File: config.mk
export PLATFORM = sky130hd
export DESIGN_NAME = wide_uart_tx
export DESIGN_NICKNAME = d
export VERILOG_FILES = /design/src/rtl/wide_uart_tx.sv
export SDC_FILE = /design/constraint.sdc
export NUM_CORES = 1
export LEC_CHECK = 0
export ABC_AREA = 1
export CORE_ASPECT_RATIO = 1.5
export CORE_UTILIZATION = 45
export DETAILED_ROUTE_END_ITERATION = 7
export PLACE_DENSITY = 0.76
export SLEW_MARGIN = 10
export SYNTH_ARGS = -nofsm -noshare
export SYNTH_HDL_FRONTEND = slang
export SYNTH_SLANG_ARGS = --single-unit
File: constraint.sdc
create_clock -name masterClock -period 3.1 [get_ports masterClock]
set_input_delay 0.62 -clock masterClock [delete_from_list [all_inputs] [get_ports masterClock]]
set_output_delay 0.62 -clock masterClock [all_outputs]
set_load 0.01 [all_outputs]
File: src/rtl/wide_uart_tx.sv
// wide_uart_tx: sends a WIDTH-byte word as back-to-back UART frames, least-significant byte first.
// Define WIDE_UART_TX_PARITY_EN to add an even-parity bit after each frame's data bits.
module wide_uart_tx #(
    parameter int CLKS_PER_BIT = 104,
    parameter int WIDTH        = 6
) (
    input  logic               masterClock,
    input  logic               reset,
    input  logic [8*WIDTH-1:0] outputData,
    input  logic               transmit,
    output logic               tx,
    output logic               transmitting,
    output logic               done
);
    localparam int CW = (CLKS_PER_BIT > 1) ? $clog2(CLKS_PER_BIT) : 1;
    localparam int BW = (WIDTH > 1) ? $clog2(WIDTH) : 1;
    localparam logic [CW-1:0] LAST_CLK  = CW'(CLKS_PER_BIT - 1);
    localparam logic [BW-1:0] LAST_BYTE = BW'(WIDTH - 1);

`ifdef WIDE_UART_TX_PARITY_EN
    typedef enum logic [2:0] {IDLE, START, DATA, PARITY, STOP} state_t;
`else
    typedef enum logic [2:0] {IDLE, START, DATA, STOP} state_t;
`endif

    state_t             state;
    logic [CW-1:0]      baudCnt;
    logic [2:0]         bitIdx;
    logic [BW-1:0]      byteIdx;
    logic [8*WIDTH-1:0] shiftReg;
    logic               bitEnd;
`ifdef WIDE_UART_TX_PARITY_EN
    logic               parityBit;
`endif

    assign bitEnd = (baudCnt == LAST_CLK);

    always_ff @(posedge masterClock or posedge reset) begin
        if (reset) begin
            state        <= IDLE;
            baudCnt      <= '0;
            bitIdx       <= '0;
            byteIdx      <= '0;
            shiftReg     <= '0;
            tx           <= 1'b1;
            transmitting <= 1'b0;
            done         <= 1'b0;
`ifdef WIDE_UART_TX_PARITY_EN
            parityBit    <= 1'b0;
`endif
        end else begin
            done <= 1'b0;
            if (state == IDLE || bitEnd)
                baudCnt <= '0;
            else
                baudCnt <= baudCnt + CW'(1);

            unique case (state)
                IDLE: begin
                    if (transmit) begin
                        shiftReg     <= outputData;
                        byteIdx      <= '0;
                        bitIdx       <= '0;
                        state        <= START;
                        tx           <= 1'b0;
                        transmitting <= 1'b1;
                    end
                end
                START: begin
                    if (bitEnd) begin
                        state  <= DATA;
                        bitIdx <= '0;
                        tx     <= shiftReg[0];
`ifdef WIDE_UART_TX_PARITY_EN
                        parityBit <= shiftReg[0];
`endif
                    end
                end
                DATA: begin
                    // Shifting one bit per data bit leaves the next byte in [7:0] after eight.
                    if (bitEnd) begin
                        shiftReg <= shiftReg >> 1;
                        if (bitIdx == 3'd7) begin
`ifdef WIDE_UART_TX_PARITY_EN
                            state <= PARITY;
                            tx    <= parityBit;
`else
                            state <= STOP;
                            tx    <= 1'b1;
`endif
                        end else begin
                            bitIdx <= bitIdx + 3'd1;
                            tx     <= shiftReg[1];
`ifdef WIDE_UART_TX_PARITY_EN
                            parityBit <= parityBit ^ shiftReg[1];
`endif
                        end
                    end
                end
`ifdef WIDE_UART_TX_PARITY_EN
                PARITY: begin
                    if (bitEnd) begin
                        state <= STOP;
                        tx    <= 1'b1;
                    end
                end
`endif
                STOP: begin
                    if (bitEnd) begin
                        if (byteIdx != LAST_BYTE) begin
                            byteIdx <= byteIdx + BW'(1);
                            state   <= START;
                            tx      <= 1'b0;
                        end else begin
                            state        <= IDLE;
                            transmitting <= 1'b0;
                            done         <= 1'b1;
                        end
                    end
                end
                default: state <= IDLE;
            endcase
        end
    end
endmodule

==> results.md, run 1 <==
* Number of cells on the worst hold path at 2
* Postcts setup bufs at 0
* Filler Cell Count at 695
* Wire per inst at 11.5 µm
* H-tree levels at 3
* Routed WL at 6910 µm
* Area growth, synth to finish at 24.0%
* Final Total Pwr at 4.46 mW
* Register area share after synthesis at 46.6%
* Global route overflow at 0
* Post-CTS sizing at 0
* Max-cap violation count at 0
* N_diodes at 0
* Layout cells sized above 1 at 12.5%
* Most frequent cell after synthesis: nand2_1
* Antenna violation net count after detailed routing at 0
* Synth Instances at 443
* Top cells by area, synth: dfrtp_1, nand2_1, o21ai_0
* Slew Limit Fails at 0
* Synth Area in XOR/XNOR at 0.494%
* Worst vdd ir at 0.470 mV
* HP Class: reg -> reg
* Die X at 74.5 µm
* Row count at 39
* Pleak at 2.14 nW
* R2R Path End: shiftReg[23]
* Post-CTS Hold Fix Bufs at 0
* Reg2Reg Launch Point: state[1]
* Sink Count at 66
* Yosys top cell area share at 45.9%
* Syn_nets at 503
* Fin crit period at 2.32 ns
* CP cell instances: inv_1 > ha_1 > inv_1 > nor2_2 > nor2_1 > nand2_2 > clkinv_2 > buf_12 > o21ai_0
* Metal-1 WL at 2860 µm
* Initial antenna violation count at 0
* Met2 wire length at 3720 µm
* Synth async-reset ratio at 100%
* Synth Area in Adders at 3.18%
* Fin worst setup slack at 0.785 ns
* # DRC at 0
* Hold Path End: tx
* Setup tns final at 0 ns
* Synth Warn # at 0
* Die ar. at 0.00824 mm²
* Clk buf depth at 2
* Post-synth cell types at 30
* Number of flops mapped to enable cells by yosys at 0
* DRT iter0 DRCs at 170
* Top sig layer: met4
* Critical setup path kind: reg -> reg
* First-pass GRT wire length at 12000 µm
* Number of global-route vias before repair at 2904
* Initial Utilization at 46.6%
* Die Y at 111 µm
* Nets at 552
* RSZ-0062 raised after global routing: false
* Setup crit start kind: flip-flop
* Leading area contributor after synthesis: dfrtp_1
* Post-place setup slack at 0.651 ns
* Reg-to-reg setup timing slack at 0.78 ns
* Worst Max-Slew Pin Slew at 0.652 ns
* Worst relative slew slack at 56.5%
* CTS Root Cell: clkbuf_16
* WL met3 at 154 µm
* Number of CTS-inserted buffers at 9
* CTS tree: done
* Global placer's final weighted congestion at 0.860
* Max incr delay on CP at 0.42 ns
* Crit path max fanout at 49
* CTS clk-pin slew, worst paths at 0.05 ns
* Path depth of the worst reg2reg path at 9
* Hold Startpoint: tx
* CP Data Required Time at 3.32 ns
* Clk_lat worst skew at 0.32 ns
* I/O pins at 54
* Ys flop type: dfrtp_1
* Core ar. at 0.00761 mm²
* Final hold vios at 0
* Status: finished, final reports clean
* Post-Syn Area per Cell at 8.00 µm²
* Period utilization at 74.7%
* Vias post-DR at 2919
* Main combinational cell family by area after synthesis: simple AND/OR/NAND/NOR gates
* Worst Path Arrival at 2.54 ns
* DR vias/cell at 4.88
* Synth Area in Compound Gates at 17.9%
* Synth top cells by count: nand2_1, dfrtp_1, inv_1, o21ai_0, o21ai_2
* Hold_ws at 0.463 ns
* Total track usage at 18.8%
* DRT Pass-1 Iters at 4
* Synth Cell Area at 0.00354 mm²
* Post-synthesis simple-gate area fraction at 20.5%
* Detailed placer's ending HPWL at 4940 µm
* Largest net degree at the start of global routing at 50
* PwrDens at 1010 mW/mm²
* Fmax at 0.432 GHz
* IO Port Bufs at 53
* Top cell by count, worst path: inv_1
* # setup viols final at 0
* FF+latch count, synth at 66
* Clock Skew at 0.00323 ns
* Post-synthesis mux area share at 0%
* CP max stage cell: dfrtp_1
* Worst setup EP type: flip-flop
per-stage QoR:
step	util [%]	cell area, µm²	instances
after global placement	54.0	4110	583
after floorplan	-	3540	443
after CTS	57.8	4400	598
after detailed placement	54.0	4110	583
after global routing	57.8	4400	598
final	57.8	4400	598
layout by cell type, fill, tap and decap left out, drive strengths merged:
cell type,synthesis,layout
nor2,14,14
clkdlybuf4s50,0,53
nor3b,1,1
inv,66,65
dfstp,1,1
nand3,6,6
nand3b,3,3
a21boi,1,1
ha,9,9
clkinv,0,3
or2,1,1
nor4,1,1
nor3,2,2
dfrtp,65,65
buf,15,6
nand2,145,145
o21bai,1,1
clkbuf,6,12
a21oi,3,3
bufinv,0,1
o21ai,97,97
xnor2,2,2
nand4,4,4
cell type report:
| class | count | area [µm²] | share of cell area, % |
|---|---|---|---|
| flip-flops and latches | 66 | 1650 | 37.6 |
| multi-input cells | 290 | 1490 | 33.9 |
| repair buffers | 59 | 588 | 13.4 |
| inverters | 66 | 249 | 5.66 |
| clock buffers | 12 | 246 | 5.61 |
| well taps | 102 | 128 | 2.90 |
| clock inverters | 3 | 40.0 | 0.911 |
power by group:
part           switching, mW  leakage [nW]  internal (mW)
logic                   1.34          1.17          0.747
registers              0.139         0.831           1.25
clock network          0.341         0.142          0.637
worst max-delay path by stage:
stage	slack, ns	start	cells after the start	end
final	0.78	state[1]	9	shiftReg[23]
after global routing	0.59	state[0]	9	shiftReg[23]
after CTS	0.77	state[0]	9	shiftReg[23]
after floorplan	0.83	reset	1	baudCnt[0]
after detailed placement	0.65	transmit	8	shiftReg[4]
after global placement	0.67	transmit	8	shiftReg[0]
layer usage:
| layer | global-route usage [%] | up-vias |
|---|---|---|
| li1 | - | 1488 |
| met1 | 21.4 | 1372 |
| met2 | 32.3 | 45 |
| met3 | 4.09 | 14 |
| met4 | 8.93 | 0 |
| met5 | 0 | - |
cell families after synthesis:
kind of cell,Yosys count
compound gates,102
xor+xnor,2
fa+ha+maj,9
buf+inv,87
flops,66
simple gates,177
state kept, by name, summed over array words and instances, names as in the netlist:
| signal | flops |
|---|---|
| shiftReg | 48 |
| transmitting | 1 |
| state | 2 |
| tx | 1 |
| baudCnt | 7 |
| byteIdx | 3 |
| done | 1 |
| bitIdx | 3 |
worst max-delay path: cells and delay by family, from the launching register on:
family	cells	cell delay (ns)
AOI/OAI and AO/OA	1	0.23
buffers and inverters	4	0.95
adders and majority gates	1	0.24
and+or+nand+nor	3	0.36
DFF	1	0.42
Note: power is estimated with default switching activity, not from simulation.
==> inputs of run 2 (changes only) <==
==> constraint.sdc (replaced) <==
create_clock -name masterClock -period 2.3 [get_ports masterClock]
set_input_delay 0.46 -clock masterClock [delete_from_list [all_inputs] [get_ports masterClock]]
set_output_delay 0.46 -clock masterClock [all_outputs]
set_load 0.01 [all_outputs]
==> results.md, run 2 (same netlist as run 1, synthesis figures left out) <==
* Fin util at 58.7% (+0.92 points)
* Core ar. at 0.00761 mm² (unchanged)
* Critical setup path kind: reg -> reg
* Period utilization at 83.0% (+8.3 points)
* Post-CTS sizing at 0 (unchanged)
* Global placer's final weighted congestion at 0.826 (-3.9%)
* Postcts setup bufs at 0 (unchanged)
* Fin crit period at 1.91 ns (-0.406 ns)
* Die Y at 111 µm (unchanged)
* Sink Count at 66 (unchanged)
* Top cell by count, worst path: nor2_1
* Number of CTS-inserted buffers at 9 (unchanged)
* CP cell instances: inv_1 > ha_1 > nor2_1 > nor2_1 > nand2_2 > clkinv_2 > buf_12 > nand2_1 > o21ai_2
* Antenna violation net count after detailed routing at 0 (unchanged)
* Top reg by flops: shiftReg
* Vias post-DR at 2856 (-2.2%)
* Routed WL at 6770 µm (-2.0%)
* Commonest non-fill, non-tap cell in the layout: nand2_1
* Setup tns final at 0 ns (unchanged)
* DRT iter0 DRCs at 155 (-8.8%)
* Total track usage at 18.7% (-0.12 points)
* Max-cap violation count at 0 (unchanged)
* # setup viols final at 0 (unchanged)
* Pleak at 2.18 nW (+1.7%)
* Nets at 552 (unchanged)
* Clock Skew at 0.00415 ns (+0.000917 ns)
* Worst path bufs/invs at 3 (-1)
* Worst relative slew slack at 70.9% (+14 points)
* DR vias/cell at 4.77 (-2.3%)
* Initial antenna violation count at 0 (unchanged)
* Largest registers: shiftReg: 48 flops, baudCnt: 7 flops
* HP Class: in -> async
* Final cell count without fillers at 599 (+0.17%)
* Max incr delay on CP at 0.40 ns (-0.02 ns)
* H-tree levels at 3 (unchanged)
* Path depth of the worst reg2reg path at 9 (unchanged)
* CTS tree: done
* PwrDens at 1380 mW/mm² (+36%)
* Max reg flops at 48 (unchanged)
* Die X at 74.5 µm (unchanged)
* Worst Max-Slew Pin Slew at 0.437 ns (-0.216 ns)
* # DRC at 0 (unchanged)
* Global route overflow at 0 (unchanged)
* N_diodes at 0 (unchanged)
* Worst Path Arrival at 2.17 ns (-0.37 ns)
* Clk_lat worst skew at 0.34 ns (+0.02 ns)
* Worst setup EP type: flip-flop
* Top delay family on crit path: simple AND/OR/NAND/NOR gates
* Fmax at 0.524 GHz (+21%)
* Detailed placer's ending HPWL at 4750 µm (-3.9%)
* Initial Utilization at 46.6% (unchanged)
* Area growth, synth to finish at 26.0%
* Wire per inst at 11.3 µm (-2.2%)
* Commonest cells after routing, fill and taps aside: nand2_1, dfrtp_1, inv_1
* IO Port Bufs at 53 (unchanged)
* Clk buf depth at 2 (unchanged)
* Status: finished, final reports clean
* Post-CTS Hold Fix Bufs at 0 (unchanged)
* Number of global-route vias before repair at 2810 (-3.2%)
* Crit path max fanout at 77 (+57%)
* First-pass GRT wire length at 11800 µm (-1.6%)
* Largest net degree at the start of global routing at 78 (+56%)
* CTS clk-pin slew, worst paths at 0.05 ns (about the same)
* CP Data Required Time at 2.56 ns (-0.76 ns)
* CTS Root Cell: clkbuf_16
* Layout cells sized above 1 at 13.1% (+0.58 points)
* I/O pins at 54 (unchanged)
* Final hold vios at 0 (unchanged)
* RSZ-0062 raised after global routing: false
* CP max stage cell: dfrtp_1
* Setup crit start kind: flip-flop
* Cell Count Post-Placement at 583 (unchanged)
* Hold_ws at 0.423 ns (-0.0396 ns)
* Slew Limit Fails at 0 (unchanged)
* Worst vdd ir at 0.871 mV (+85%)
* Die ar. at 0.00824 mm² (unchanged)
* Row count at 39 (unchanged)
* CP Depth at 9 (unchanged)
* DRT Pass-1 Iters at 4 (unchanged)
[run 2: path summary, 6_finish.rpt]
path,start,to,slack [ns]
max,state[0],shiftReg[40],0.39
min,reset,shiftReg[5],0.42
max reg2reg,state[0],shiftReg[40],0.39
min reg2reg,tx,tx,0.46
max in group asynchronous,reset,shiftReg[12],1.36
min in group masterClock,tx,tx,0.46
[run 2: where the power goes]
part,total [mW],internal (mW),leakage [nW],switching [mW]
logic,2.84,1.05,1.19,1.79
clock network,1.46,0.969,0.162,0.495
registers,1.87,1.69,0.831,0.184
[run 2: cell type report]
| class | instances | area, µm² |
|---|---|---|
| sequential | 66 | 1650 |
| multi-input combinational | 290 | 1490 |
| clock buffer | 10 | 239 |
| clock inverter | 6 | 80.1 |
| fill | 684 | 3150 |
| tap | 102 | 128 |
| timing repair buffer | 59 | 626 |
| inverter | 66 | 249 |
[run 2: routing by layer]
metal / vias to the layer above / track usage [%] / share of wire (%)
li1: 1489 / - / -
met1: 1301 / 21.8 / 43
met2: 54 / 30.6 / 51
met3: 12 / 4.18 / 3.6
met4: 0 / 10.8 / 2.3
met5: - / 0 / 0
[run 2: worst register-to-register path, stage by stage (launching register included)]
cell and delay, ns:
dfrtp_1 0.40, inv_1 0.09, ha_1 0.34, nor2_1 0.13, nor2_1 0.15, nand2_2 0.10, clkinv_2 0.08, buf_12 0.30
nand2_1 0.17, o21ai_2 0.08
[run 2: metrics by stage]
stage	total power, mW	worst slack [ns]	cell area [µm²]
floorplan	4.29	0.187	3540
global placement	4.62	0.432	4150
detailed placement	4.74	0.404	4150
CTS	6.25	0.400	4470
global route	6.71	0.206	4470
finish	6.18	0.391	4470
==> inputs of run 3 (changes only) <==
==> constraint.sdc (replaced) <==
create_clock -name masterClock -period 1.8 [get_ports masterClock]
set_input_delay 0.36 -clock masterClock [delete_from_list [all_inputs] [get_ports masterClock]]
set_output_delay 0.36 -clock masterClock [all_outputs]
set_load 0.01 [all_outputs]
==> results.md, run 3 (same netlist as run 1, synthesis figures left out) <==
* Fmax at 0.579 GHz
* Row count at 39 (unchanged)
* Area growth, synth to finish at 28.5%
* Max incr delay on CP at 0.53 ns (+0.13 ns)
* Sink Count at 66 (unchanged)
* Fin crit period at 1.73 ns
* Worst path bufs/invs at 1 (-2)
* Clock Skew at 0.00678 ns (+0.00263 ns)
* CP max stage cell: dfstp_2
* Status: finished, final reports clean
* DRT iter0 DRCs at 184 (+19%)
* Clk buf depth at 2 (unchanged)
* HP Class: reg -> reg
* Core ar. at 0.00761 mm² (unchanged)
* DR vias/cell at 4.86 (+1.9%)
* Total track usage at 19.0% (+0.29 points)
* N_diodes at 0 (unchanged)
* Final hold vios at 0 (unchanged)
* CP cell instances: clkdlybuf4s50_1
* Worst Path Arrival at 1.37 ns (-0.80 ns)
* Die X at 74.5 µm (unchanged)
* Pleak at 2.21 nW (+1.3%)
* Worst setup EP type: output port
* Post-place setup slack at 0.119 ns (-0.285 ns)
* Worst relative slew slack at 76.4% (+5.6 points)
* Die Y at 111 µm (unchanged)
* Top reg by flops: shiftReg
* Worst Max-Slew Pin Slew at 0.354 ns (-0.0829 ns)
* Critical setup path kind: reg -> out
* First-pass GRT wire length at 12200 µm (+3.2%)
* Worst vdd ir at 0.815 mV (-6.3%)
* Final cell count without fillers at 604 (+0.83%)
* Largest registers: shiftReg: 48 flops, baudCnt: 7 flops
* Max reg flops at 48 (unchanged)
* Crit path max fanout at 2 (-97%)
* Setup crit start kind: flip-flop
* Detailed placer's ending HPWL at 4700 µm (-1.1%)
* CTS tree: done
* Vias post-DR at 2934 (+2.7%)
* Postcts setup bufs at 0 (unchanged)
* PwrDens at 1830 mW/mm² (+32%)
* CTS Root Cell: clkbuf_16
* # DRC at 0 (unchanged)
* Top delay family on crit path: flip-flops
* Wire per inst at 12.2 µm (+8.1%)
* Number of cells on the worst hold path at 2
* Number of CTS-inserted buffers at 9 (unchanged)
* Initial Utilization at 46.6% (unchanged)
* H-tree levels at 3 (unchanged)
* Slew Limit Fails at 0 (unchanged)
* Fin worst setup slack at 0.0725 ns (-0.318 ns)
* Routed WL at 7380 µm (+9.0%)
* # setup viols final at 0 (unchanged)
* Number of global-route vias before repair at 2877 (+2.4%)
* CP Depth at 1 (-8)
* Commonest non-fill, non-tap cell in the layout: nand2_1
* Antenna violation net count after detailed routing at 0 (unchanged)
* Largest net degree at the start of global routing at 86 (+10%)
* Path depth of the worst reg2reg path at 8 (-1)
* Die ar. at 0.00824 mm² (unchanged)
* CP Data Required Time at 1.44 ns (-1.12 ns)
* Period utilization at 96.0%
* Global placer's final weighted congestion at 0.810 (-2.0%)
* Nets at 557 (+0.91%)
* Commonest cells after routing, fill and taps aside: nand2_1, dfrtp_1, inv_1
* CTS clk-pin slew, worst paths at 0.05 ns (about the same)
* Global route overflow at 0 (unchanged)
* I/O pins at 54 (unchanged)
* Clk_lat worst skew at 0.32 ns (-0.02 ns)
* Initial antenna violation count at 0 (unchanged)
* IO Port Bufs at 53 (unchanged)
* Layout cells sized above 1 at 14.1% (+1.1 points)
* Max-cap violation count at 0 (unchanged)
* Cell Count Post-Placement at 586 (+0.51%)
* DRT Pass-1 Iters at 4 (unchanged)
## run 3: final timing paths
| kind | from | endpoint | slack [ns] |
|---|---|---|---|
| worst min register to register | tx | tx | 0.46 |
| min in group asynchronous | reset | shiftReg[4] | 0.47 |
| max in group asynchronous | reset | tx | 1.01 |
| worst max register to register | state[0] | state[0] | 0.13 |
| worst max-delay path | tx | tx | 0.07 |
| worst min-delay path | tx | tx | 0.46 |
## run 3: final cells by class
type,count,area (µm²)
repair buffers,64,702
clock buffers,11,243
well taps,102,128
inverters,66,254
fillers,707,3060
clock inverters,5,77.6
multi-input cells,290,1500
flip-flops and latches,66,1650
## run 3: repair_timing
item | 4_1_cts | 5_1_grt
endpoints found under the setup margin | 0 | 15
hold buffers | 0 | 0
gates resized for setup | 0 | 4
## run 3: per-stage QoR
stage	hold WS [ns]	util (%)	cell area, µm²	power, mW	TNS, ns
final	0.459	59.8	4550	8.32	0
after global routing	0.511	59.8	4550	8.99	-0.00271
after CTS	0.461	59.0	4490	8.11	0
after detailed placement	0.453	54.8	4170	6.19	0
after global placement	0.450	54.8	4170	6.02	0
after floorplan	0.433	-	3550	5.48	0
## run 3: power breakdown
group | internal, mW | total (mW) | leakage, nW | switching [mW]
clock network | 1.25 | 1.87 | 0.156 | 0.627
logic | 1.58 | 4.05 | 1.22 | 2.47
registers | 2.16 | 2.39 | 0.831 | 0.237
## run 3: routing by layer
metal	share of wire [%]	global-route usage, %
met1	44	23.6
met2	52	31.2
met3	2.9	3.91
met4	1.5	7.92
met5	0	0
